--- src/rtl/alarm_controller_pkg.sv ---
// Shared definitions for the alarm stage: FSM encoding, BCD limits and default timing.
package alarm_controller_pkg;

    localparam logic [1:0] ST_IDLE    = 2'd0;
    localparam logic [1:0] ST_RINGING = 2'd1;
    localparam logic [1:0] ST_SNOOZE  = 2'd2;

    localparam int MAX_HOUR_BCD = 23;
    localparam int MAX_MIN_TENS = 5;
    localparam int MAX_DIGIT    = 9;

    localparam int DEF_RING_TIMEOUT = 60;
    localparam int DEF_SNOOZE_SEC   = 300;
    localparam int DEF_MAX_SNOOZE   = 3;

    typedef struct packed {
        logic [1:0] h1;
        logic [3:0] h0;
        logic [3:0] m1;
        logic [3:0] m0;
    } bcd_hhmm_t;

    function automatic logic digit_ok(input logic [3:0] d);
        return d <= 4'(MAX_DIGIT);
    endfunction

endpackage

--- src/rtl/alarm_controller_if.sv ---
// Panel-side signal bundle of the alarm stage: time digits in, controls in, status out.
interface alarm_controller_if;
    import alarm_controller_pkg::*;

    logic [1:0] T_H1;
    logic [3:0] T_H0;
    logic [3:0] T_M1;
    logic [3:0] T_M0;
    logic [3:0] T_S1;
    logic [3:0] T_S0;

    logic [1:0] AL_H1;
    logic [3:0] AL_H0;
    logic [3:0] AL_M1;
    logic [3:0] AL_M0;
    logic       LD_alarm;
    logic       alarm_en;
    logic       snooze;
    logic       stop;

    logic       buzzer;
    logic       ringing;
    logic       snoozing;
    logic       missed;
    logic       load_err;
    logic [1:0] snooze_left;
    logic [1:0] alm_H1;
    logic [3:0] alm_H0;
    logic [3:0] alm_M1;
    logic [3:0] alm_M0;

    modport master (
        output T_H1, T_H0, T_M1, T_M0, T_S1, T_S0,
        output AL_H1, AL_H0, AL_M1, AL_M0, LD_alarm, alarm_en, snooze, stop,
        input  buzzer, ringing, snoozing, missed, load_err, snooze_left,
        input  alm_H1, alm_H0, alm_M1, alm_M0
    );

    modport slave (
        input  T_H1, T_H0, T_M1, T_M0, T_S1, T_S0,
        input  AL_H1, AL_H0, AL_M1, AL_M0, LD_alarm, alarm_en, snooze, stop,
        output buzzer, ringing, snoozing, missed, load_err, snooze_left,
        output alm_H1, alm_H0, alm_M1, alm_M0
    );

endinterface

--- src/rtl/alarm_controller_validate.sv ---
// Combinational BCD hh:mm range check; shared with future time-set logic.
module alarm_time_validate
    import alarm_controller_pkg::*;
(
    input  bcd_hhmm_t t,
    output logic      valid
);

    localparam logic [1:0] HOUR_TENS_MAX  = 2'(MAX_HOUR_BCD / 10);
    localparam logic [3:0] HOUR_UNITS_MAX = 4'(MAX_HOUR_BCD % 10);
    localparam logic [3:0] MIN_TENS_MAX   = 4'(MAX_MIN_TENS);

    logic hour_ok;
    logic min_ok;

    // Hour range is judged digit-wise so 2x only admits units up to 3.
    always_comb begin
        hour_ok = digit_ok(t.h0) &&
                  ((t.h1 < HOUR_TENS_MAX) ||
                   ((t.h1 == HOUR_TENS_MAX) && (t.h0 <= HOUR_UNITS_MAX)));
        min_ok  = (t.m1 <= MIN_TENS_MAX) && digit_ok(t.m0);
        valid   = hour_ok && min_ok;
    end

endmodule

--- src/rtl/alarm_controller.sv ---
// Alarm stage: stores the alarm time and runs the ring/snooze FSM on clk_1s.
//   state       | meaning
//   ST_IDLE     | armed (if alarm_en), waiting for hh:mm:00 match
//   ST_RINGING  | buzzer toggling, ring_cnt counting toward timeout
//   ST_SNOOZE   | silent, snz_cnt counting down to re-ring
module alarm_controller
    import alarm_controller_pkg::*;
#(
    parameter int RING_TIMEOUT = DEF_RING_TIMEOUT,
    parameter int SNOOZE_SEC   = DEF_SNOOZE_SEC,
    parameter int MAX_SNOOZE   = DEF_MAX_SNOOZE
) (
    input  logic               clk_1s,
    input  logic               reset,
    alarm_controller_if.slave  bus
);

    localparam int RW = $clog2(RING_TIMEOUT);
    localparam int SW = $clog2(SNOOZE_SEC);
    localparam logic [RW-1:0] RING_LAST = RW'(RING_TIMEOUT - 1);
    localparam logic [SW-1:0] SNZ_LOAD  = SW'(SNOOZE_SEC - 1);
    localparam logic [1:0]    SNZ_MAX   = 2'(MAX_SNOOZE);

    logic [1:0]    state;
    logic [RW-1:0] ring_cnt;
    logic [SW-1:0] snz_cnt;
    bcd_hhmm_t     alm;
    bcd_hhmm_t     al_in;
    logic          al_valid;
    logic          time_match;
    logic          buzzer_q;
    logic          missed_q;
    logic          load_err_q;
    logic [1:0]    snooze_left_q;

    assign al_in = {bus.AL_H1, bus.AL_H0, bus.AL_M1, bus.AL_M0};

    alarm_time_validate u_validate (
        .t     (al_in),
        .valid (al_valid)
    );

    assign time_match = (bus.T_H1 == alm.h1) && (bus.T_H0 == alm.h0) &&
                        (bus.T_M1 == alm.m1) && (bus.T_M0 == alm.m0) &&
                        (bus.T_S1 == 4'd0)   && (bus.T_S0 == 4'd0);

    always_ff @(posedge clk_1s or posedge reset) begin
        if (reset) begin
            state         <= ST_IDLE;
            ring_cnt      <= '0;
            snz_cnt       <= '0;
            alm           <= '0;
            buzzer_q      <= 1'b0;
            missed_q      <= 1'b0;
            load_err_q    <= 1'b0;
            snooze_left_q <= SNZ_MAX;
        end else if (bus.LD_alarm) begin
            // An invalid load keeps the previous alarm time but still disarms the event.
            if (al_valid) begin
                alm        <= al_in;
                load_err_q <= 1'b0;
            end else begin
                load_err_q <= 1'b1;
            end
            state         <= ST_IDLE;
            buzzer_q      <= 1'b0;
            missed_q      <= 1'b0;
            snooze_left_q <= SNZ_MAX;
        end else if (!bus.alarm_en || bus.stop) begin
            state    <= ST_IDLE;
            buzzer_q <= 1'b0;
            if (bus.stop) begin
                missed_q <= 1'b0;
            end
        end else begin
            case (state)
                ST_IDLE: begin
                    if (time_match) begin
                        state         <= ST_RINGING;
                        buzzer_q      <= 1'b1;
                        ring_cnt      <= '0;
                        snooze_left_q <= SNZ_MAX;
                    end
                end
                ST_RINGING: begin
                    ring_cnt <= ring_cnt + 1'b1;
                    buzzer_q <= ~buzzer_q;
                    if (bus.snooze && (snooze_left_q != 2'd0)) begin
                        state         <= ST_SNOOZE;
                        buzzer_q      <= 1'b0;
                        snooze_left_q <= snooze_left_q - 1'b1;
                        snz_cnt       <= SNZ_LOAD;
                    end else if (ring_cnt == RING_LAST) begin
                        state    <= ST_IDLE;
                        buzzer_q <= 1'b0;
                        missed_q <= 1'b1;
                    end
                end
                ST_SNOOZE: begin
                    if (snz_cnt == '0) begin
                        state    <= ST_RINGING;
                        buzzer_q <= 1'b1;
                        ring_cnt <= '0;
                    end else begin
                        snz_cnt <= snz_cnt - 1'b1;
                    end
                end
                default: begin
                    state    <= ST_IDLE;
                    buzzer_q <= 1'b0;
                end
            endcase
        end
    end

    assign bus.buzzer      = buzzer_q;
    assign bus.ringing     = (state == ST_RINGING);
    assign bus.snoozing    = (state == ST_SNOOZE);
    assign bus.missed      = missed_q;
    assign bus.load_err    = load_err_q;
    assign bus.snooze_left = snooze_left_q;
    assign bus.alm_H1      = alm.h1;
    assign bus.alm_H0      = alm.h0;
    assign bus.alm_M1      = alm.m1;
    assign bus.alm_M0      = alm.m0;

endmodule

--- src/flat_wrapper.sv ---
// flat-port wrapper written by rule: the top's interface ports become plain ports
module alarm_controller_flat import alarm_controller_pkg::*;
#(
    parameter int RING_TIMEOUT = DEF_RING_TIMEOUT,
    parameter int SNOOZE_SEC   = DEF_SNOOZE_SEC,
    parameter int MAX_SNOOZE   = DEF_MAX_SNOOZE
)
  (clk_1s, reset, bus_T_H1, bus_T_H0, bus_T_M1, bus_T_M0, bus_T_S1, bus_T_S0, bus_AL_H1, bus_AL_H0, bus_AL_M1, bus_AL_M0, bus_LD_alarm, bus_alarm_en, bus_snooze, bus_stop, bus_buzzer, bus_ringing, bus_snoozing, bus_missed, bus_load_err, bus_snooze_left, bus_alm_H1, bus_alm_H0, bus_alm_M1, bus_alm_M0);
  alarm_controller_if bus_i ();
  input  logic clk_1s;
  input  logic reset;
  input wire logic [$bits(bus_i.T_H1)-1:0] bus_T_H1;
  input wire logic [$bits(bus_i.T_H0)-1:0] bus_T_H0;
  input wire logic [$bits(bus_i.T_M1)-1:0] bus_T_M1;
  input wire logic [$bits(bus_i.T_M0)-1:0] bus_T_M0;
  input wire logic [$bits(bus_i.T_S1)-1:0] bus_T_S1;
  input wire logic [$bits(bus_i.T_S0)-1:0] bus_T_S0;
  input wire logic [$bits(bus_i.AL_H1)-1:0] bus_AL_H1;
  input wire logic [$bits(bus_i.AL_H0)-1:0] bus_AL_H0;
  input wire logic [$bits(bus_i.AL_M1)-1:0] bus_AL_M1;
  input wire logic [$bits(bus_i.AL_M0)-1:0] bus_AL_M0;
  input wire logic [$bits(bus_i.LD_alarm)-1:0] bus_LD_alarm;
  input wire logic [$bits(bus_i.alarm_en)-1:0] bus_alarm_en;
  input wire logic [$bits(bus_i.snooze)-1:0] bus_snooze;
  input wire logic [$bits(bus_i.stop)-1:0] bus_stop;
  output wire logic [$bits(bus_i.buzzer)-1:0] bus_buzzer;
  output wire logic [$bits(bus_i.ringing)-1:0] bus_ringing;
  output wire logic [$bits(bus_i.snoozing)-1:0] bus_snoozing;
  output wire logic [$bits(bus_i.missed)-1:0] bus_missed;
  output wire logic [$bits(bus_i.load_err)-1:0] bus_load_err;
  output wire logic [$bits(bus_i.snooze_left)-1:0] bus_snooze_left;
  output wire logic [$bits(bus_i.alm_H1)-1:0] bus_alm_H1;
  output wire logic [$bits(bus_i.alm_H0)-1:0] bus_alm_H0;
  output wire logic [$bits(bus_i.alm_M1)-1:0] bus_alm_M1;
  output wire logic [$bits(bus_i.alm_M0)-1:0] bus_alm_M0;
  assign bus_i.T_H1 = bus_T_H1;
  assign bus_i.T_H0 = bus_T_H0;
  assign bus_i.T_M1 = bus_T_M1;
  assign bus_i.T_M0 = bus_T_M0;
  assign bus_i.T_S1 = bus_T_S1;
  assign bus_i.T_S0 = bus_T_S0;
  assign bus_i.AL_H1 = bus_AL_H1;
  assign bus_i.AL_H0 = bus_AL_H0;
  assign bus_i.AL_M1 = bus_AL_M1;
  assign bus_i.AL_M0 = bus_AL_M0;
  assign bus_i.LD_alarm = bus_LD_alarm;
  assign bus_i.alarm_en = bus_alarm_en;
  assign bus_i.snooze = bus_snooze;
  assign bus_i.stop = bus_stop;
  assign bus_buzzer = bus_i.buzzer;
  assign bus_ringing = bus_i.ringing;
  assign bus_snoozing = bus_i.snoozing;
  assign bus_missed = bus_i.missed;
  assign bus_load_err = bus_i.load_err;
  assign bus_snooze_left = bus_i.snooze_left;
  assign bus_alm_H1 = bus_i.alm_H1;
  assign bus_alm_H0 = bus_i.alm_H0;
  assign bus_alm_M1 = bus_i.alm_M1;
  assign bus_alm_M0 = bus_i.alm_M0;
  alarm_controller #(.RING_TIMEOUT(RING_TIMEOUT), .SNOOZE_SEC(SNOOZE_SEC), .MAX_SNOOZE(MAX_SNOOZE)) u_core (.clk_1s(clk_1s), .reset(reset), .bus(bus_i));
endmodule
--- config.mk ---
export PLATFORM = sky130hd
export DESIGN_NAME = alarm_controller_flat
export DESIGN_NICKNAME = d
export VERILOG_FILES = /design/src/rtl/alarm_controller_pkg.sv /design/src/rtl/alarm_controller_if.sv /design/src/rtl/alarm_controller_validate.sv /design/src/rtl/alarm_controller.sv /design/src/flat_wrapper.sv
export SDC_FILE = /design/constraint.sdc
export NUM_CORES = 1
export LEC_CHECK = 0
export CAP_MARGIN = 0
export CORE_ASPECT_RATIO = 1.4
export CORE_MARGIN = 3
export CORE_UTILIZATION = 34
export DETAILED_ROUTE_END_ITERATION = 12
export PLACE_DENSITY_LB_ADDON = 0.2
export REMOVE_ABC_BUFFERS = 1
export SYNTH_ARGS = -nofsm -noshare
export SYNTH_HDL_FRONTEND = slang
export SYNTH_HIERARCHICAL = 1
export SYNTH_SLANG_ARGS = --single-unit
--- constraint.sdc ---
create_clock -name clk_1s -period 3.8 [get_ports clk_1s]
set_input_delay 0.95 -clock clk_1s [delete_from_list [all_inputs] [get_ports clk_1s]]
set_output_delay 0.95 -clock clk_1s [all_outputs]
set_load 0.1 [all_outputs]
==> results.tsv <==
metric	value	unit
ys_warn_count	6	
initialDrtViolationCount	67	
cts_setup_buffers	0	
grt_pass1_wl	8.42	mm
path_max_fanout	13	
initial_core_util	35.3	%
clk_path_buf_depth	2	
holdWs	0.504	ns
setup_viol	0	
totalWireLength	4.92	mm
worstSetupPathType	primary input to flip-flop	
synth_top_area_share	41.1	%
via_per_inst	5.19	
cts_hold_buf	0	
nets	314	
powerDensity	469	nW/um2
fin_crit_sh	79.7	%
drc	0	
synth-seq-cells	36	
yosysTopAreaCell	dfrtp_1	
hold_depth	1	
syn-mean-instance-area	10.4	um2
place.gp.congestion	0.737	
drive_above_1_share	13.2	%
maxCapViolations	0	
hold_viol_final	0	
seq_area	903	um2
place.detailed.hpwl	3.84	mm
max_freq	330	MHz
grt_pass1_vias	1868	
rrSetupSlack	1.49	ns
vias	1738	
tightest_slew	0.980	ns
clk_pin_slew	0.08	ns
p_leak	0.00113	uW
crit_required	3.97	ns
min_to	u_core/bus.load_err$_DFFE_PP0P_	
io_pins	63	
end_kind	flip-flop	
worst_hold_path_type	flip-flop to flip-flop	
cts-buffers-inserted	5	
period_needed	3.03	ns
syn_inst	198	
core_area	5860	um2
htreeDepth	2	
ys_types	48	
dieHeight	98.3	um
cts.repair.resized	0	
antenna_found_initial	0	
stdcell_count	335	
grt_max_degree	37	
synth_fa_ha_area_share	4.84	%
r2r-end	u_core/snz_cnt[7]$_DFFE_PP0P_	
wl_per_cell	14.7	um
detail-route-antenna-nets	0	
n_antenna_cell	0	
insertion_delay	0.29	ns
cp_data_arrival_time	3.20	ns
synth_compound_area_share	14.2	%
synthSimpleGateAreaFrac	18.6	%
fin_skew	0.00809	ns
ir_worst_vdd	0.436	mV
ff2ff_path_depth	7	
slew_viol_final	0	
clockRootBuffer	clkbuf_8	
async_flop_share	100	%
drtPass1Iterations	4	
die_w	71.9	um
r2r-start	u_core/bus.snooze_left[0]$_DFFE_PP1P_	
cts_tree	built	
worstHoldStart	u_core/bus.load_err$_DFFE_PP0P_	
seq_area_frac_synth	43.7	%
netlist_top_cells_area	dfrtp_1 41%, mux2_2 8.2%, xnor2_1 5.9%	
multiInputGateArea	1100	um2
dpl.cell_count	327	
status	finished clean	
filler_cell_count	576	
grt_use_total	15.1	%
synth-edff-count	0	
synthesis.area	2070	um2
syn2layout_area_growth	38.0	%
globalRoute.totalOverflow	0	
synth_xor_area_share	7.62	%
die_area	7070	um2
synth_top_family_by_area	simple AND/OR/NAND/NOR gates	
synthMuxAreaShare	8.17	%
row_count	33	
slew_headroom	34.4	%
port_buffers	62	
rsz0062_at_grt	false	
tns	0	ns
cts.sinks	36	
ys.flop_type	dfrtp_1	
worst_setup_path_start_kind	primary input	
stage by stage:
step | area (um2) | power, uW | utilization, % | setup WS, ns
6_report | 2850 | 1340 | 48.7 | 0.772
4_1_cts | 2850 | 1360 | 48.7 | 0.753
5_1_grt | 2850 | 1400 | 48.7 | 0.555
3_5_place_dp | 2760 | 1070 | 47.1 | 0.443
2_1_floorplan | 2050 | 905 | - | 1.02
3_3_place_gp | 2760 | 1070 | 47.1 | 0.502
metal layers:
metal	track usage, %	part of all wire (%)
met3	4.02	6.9
met4	5.21	1.4
met1	16.7	39
met5	0	0
met2	27.3	52
critical path, stage by stage:
cell and delay [ns]:
clkdlybuf4s50_1 0.40, nor4_1 0.32, nand4_1 0.17, o41a_1 0.62, or2_0 0.41, o41ai_1 0.32
synthesized netlist by cell type, types with 4 or more instances:
cell / number
dfrtp_1: 34
inv_1: 11
mux2_2: 15
a21oi_1: 6
o21a_1: 4
nor4_1: 5
o21ai_0: 8
or3_1: 5
clkbuf_1: 4
nand4_1: 4
ha_1: 8
nor2_1: 11
nand2b_1: 4
nand2_1: 6
xnor2_1: 14
nand3_1: 9
xor2_1: 4
o31ai_1: 4
how the worst max path moves through the flow:
stage | from | end | slack (ns) | depth (start not counted)
final | bus_T_S1[2] | u_core/ring_cnt[4]$_DFFE_PP0P_ | 0.77 | 6
after global routing | bus_T_S1[2] | u_core/ring_cnt[4]$_DFFE_PP0P_ | 0.56 | 6
after detailed placement | bus_T_S1[2] | u_core/ring_cnt[4]$_DFFE_PP0P_ | 0.44 | 6
after floorplan | u_core/state[1]$_DFFE_PP0P_ | u_core/state[1]$_DFFE_PP0P_ | 1.02 | 6
after global placement | bus_T_S1[2] | u_core/ring_cnt[4]$_DFFE_PP0P_ | 0.50 | 6
after CTS | bus_T_S1[2] | u_core/ring_cnt[4]$_DFFE_PP0P_ | 0.75 | 6
registers in the layout, summed over array words and instances, names as in the netlist:
signal	flops
u_core/bus.alm_M1	4
u_core/bus.alm_H0	4
u_core/bus.load_err	1
u_core/bus.alm_H1	2
u_core/snz_cnt	9
u_core/bus.snooze_left	2
u_core/ring_cnt	6
u_core/bus.alm_M0	4
u_core/state	2
u_core/bus.missed	1
u_core/bus.buzzer	1
final cells by class:
type | count | area share, %
multi-input combinational | 146 | 38.7
sequential | 36 | 31.7
timing repair buffer | 64 | 21.9
tap | 70 | 3.07
clock buffer | 5 | 2.41
inverter | 11 | 1.45
clock inverter | 3 | 0.833
cell families after synthesis:
group,after synthesis
simple gates,65
compound gates,40
flops,36
mux,15
buf+inv,16
xor+xnor,18
fa+ha+maj,8
layout by cell type, fill, tap and decap left out, types with 5 or more instances in the layout:
cell	Yosys	final
clkbuf_8	0	5
nand3_1	9	9
clkdlybuf4s50_1	0	58
or3_1	5	5
o21ai_0	8	8
nand2_1	6	6
buf_4	0	6
a21oi_1	6	6
mux2_2	15	15
ha_1	8	8
dfrtp_1	34	34
nor4_1	5	5
xnor2_1	14	14
nor2_1	11	11
inv_1	11	11
where the power goes:
part | switching [uW] | internal [uW]
Sequential | 47.2 | 432
Combinational | 400 | 183
Clock | 148 | 130
(Power assumes the default switching activity.)
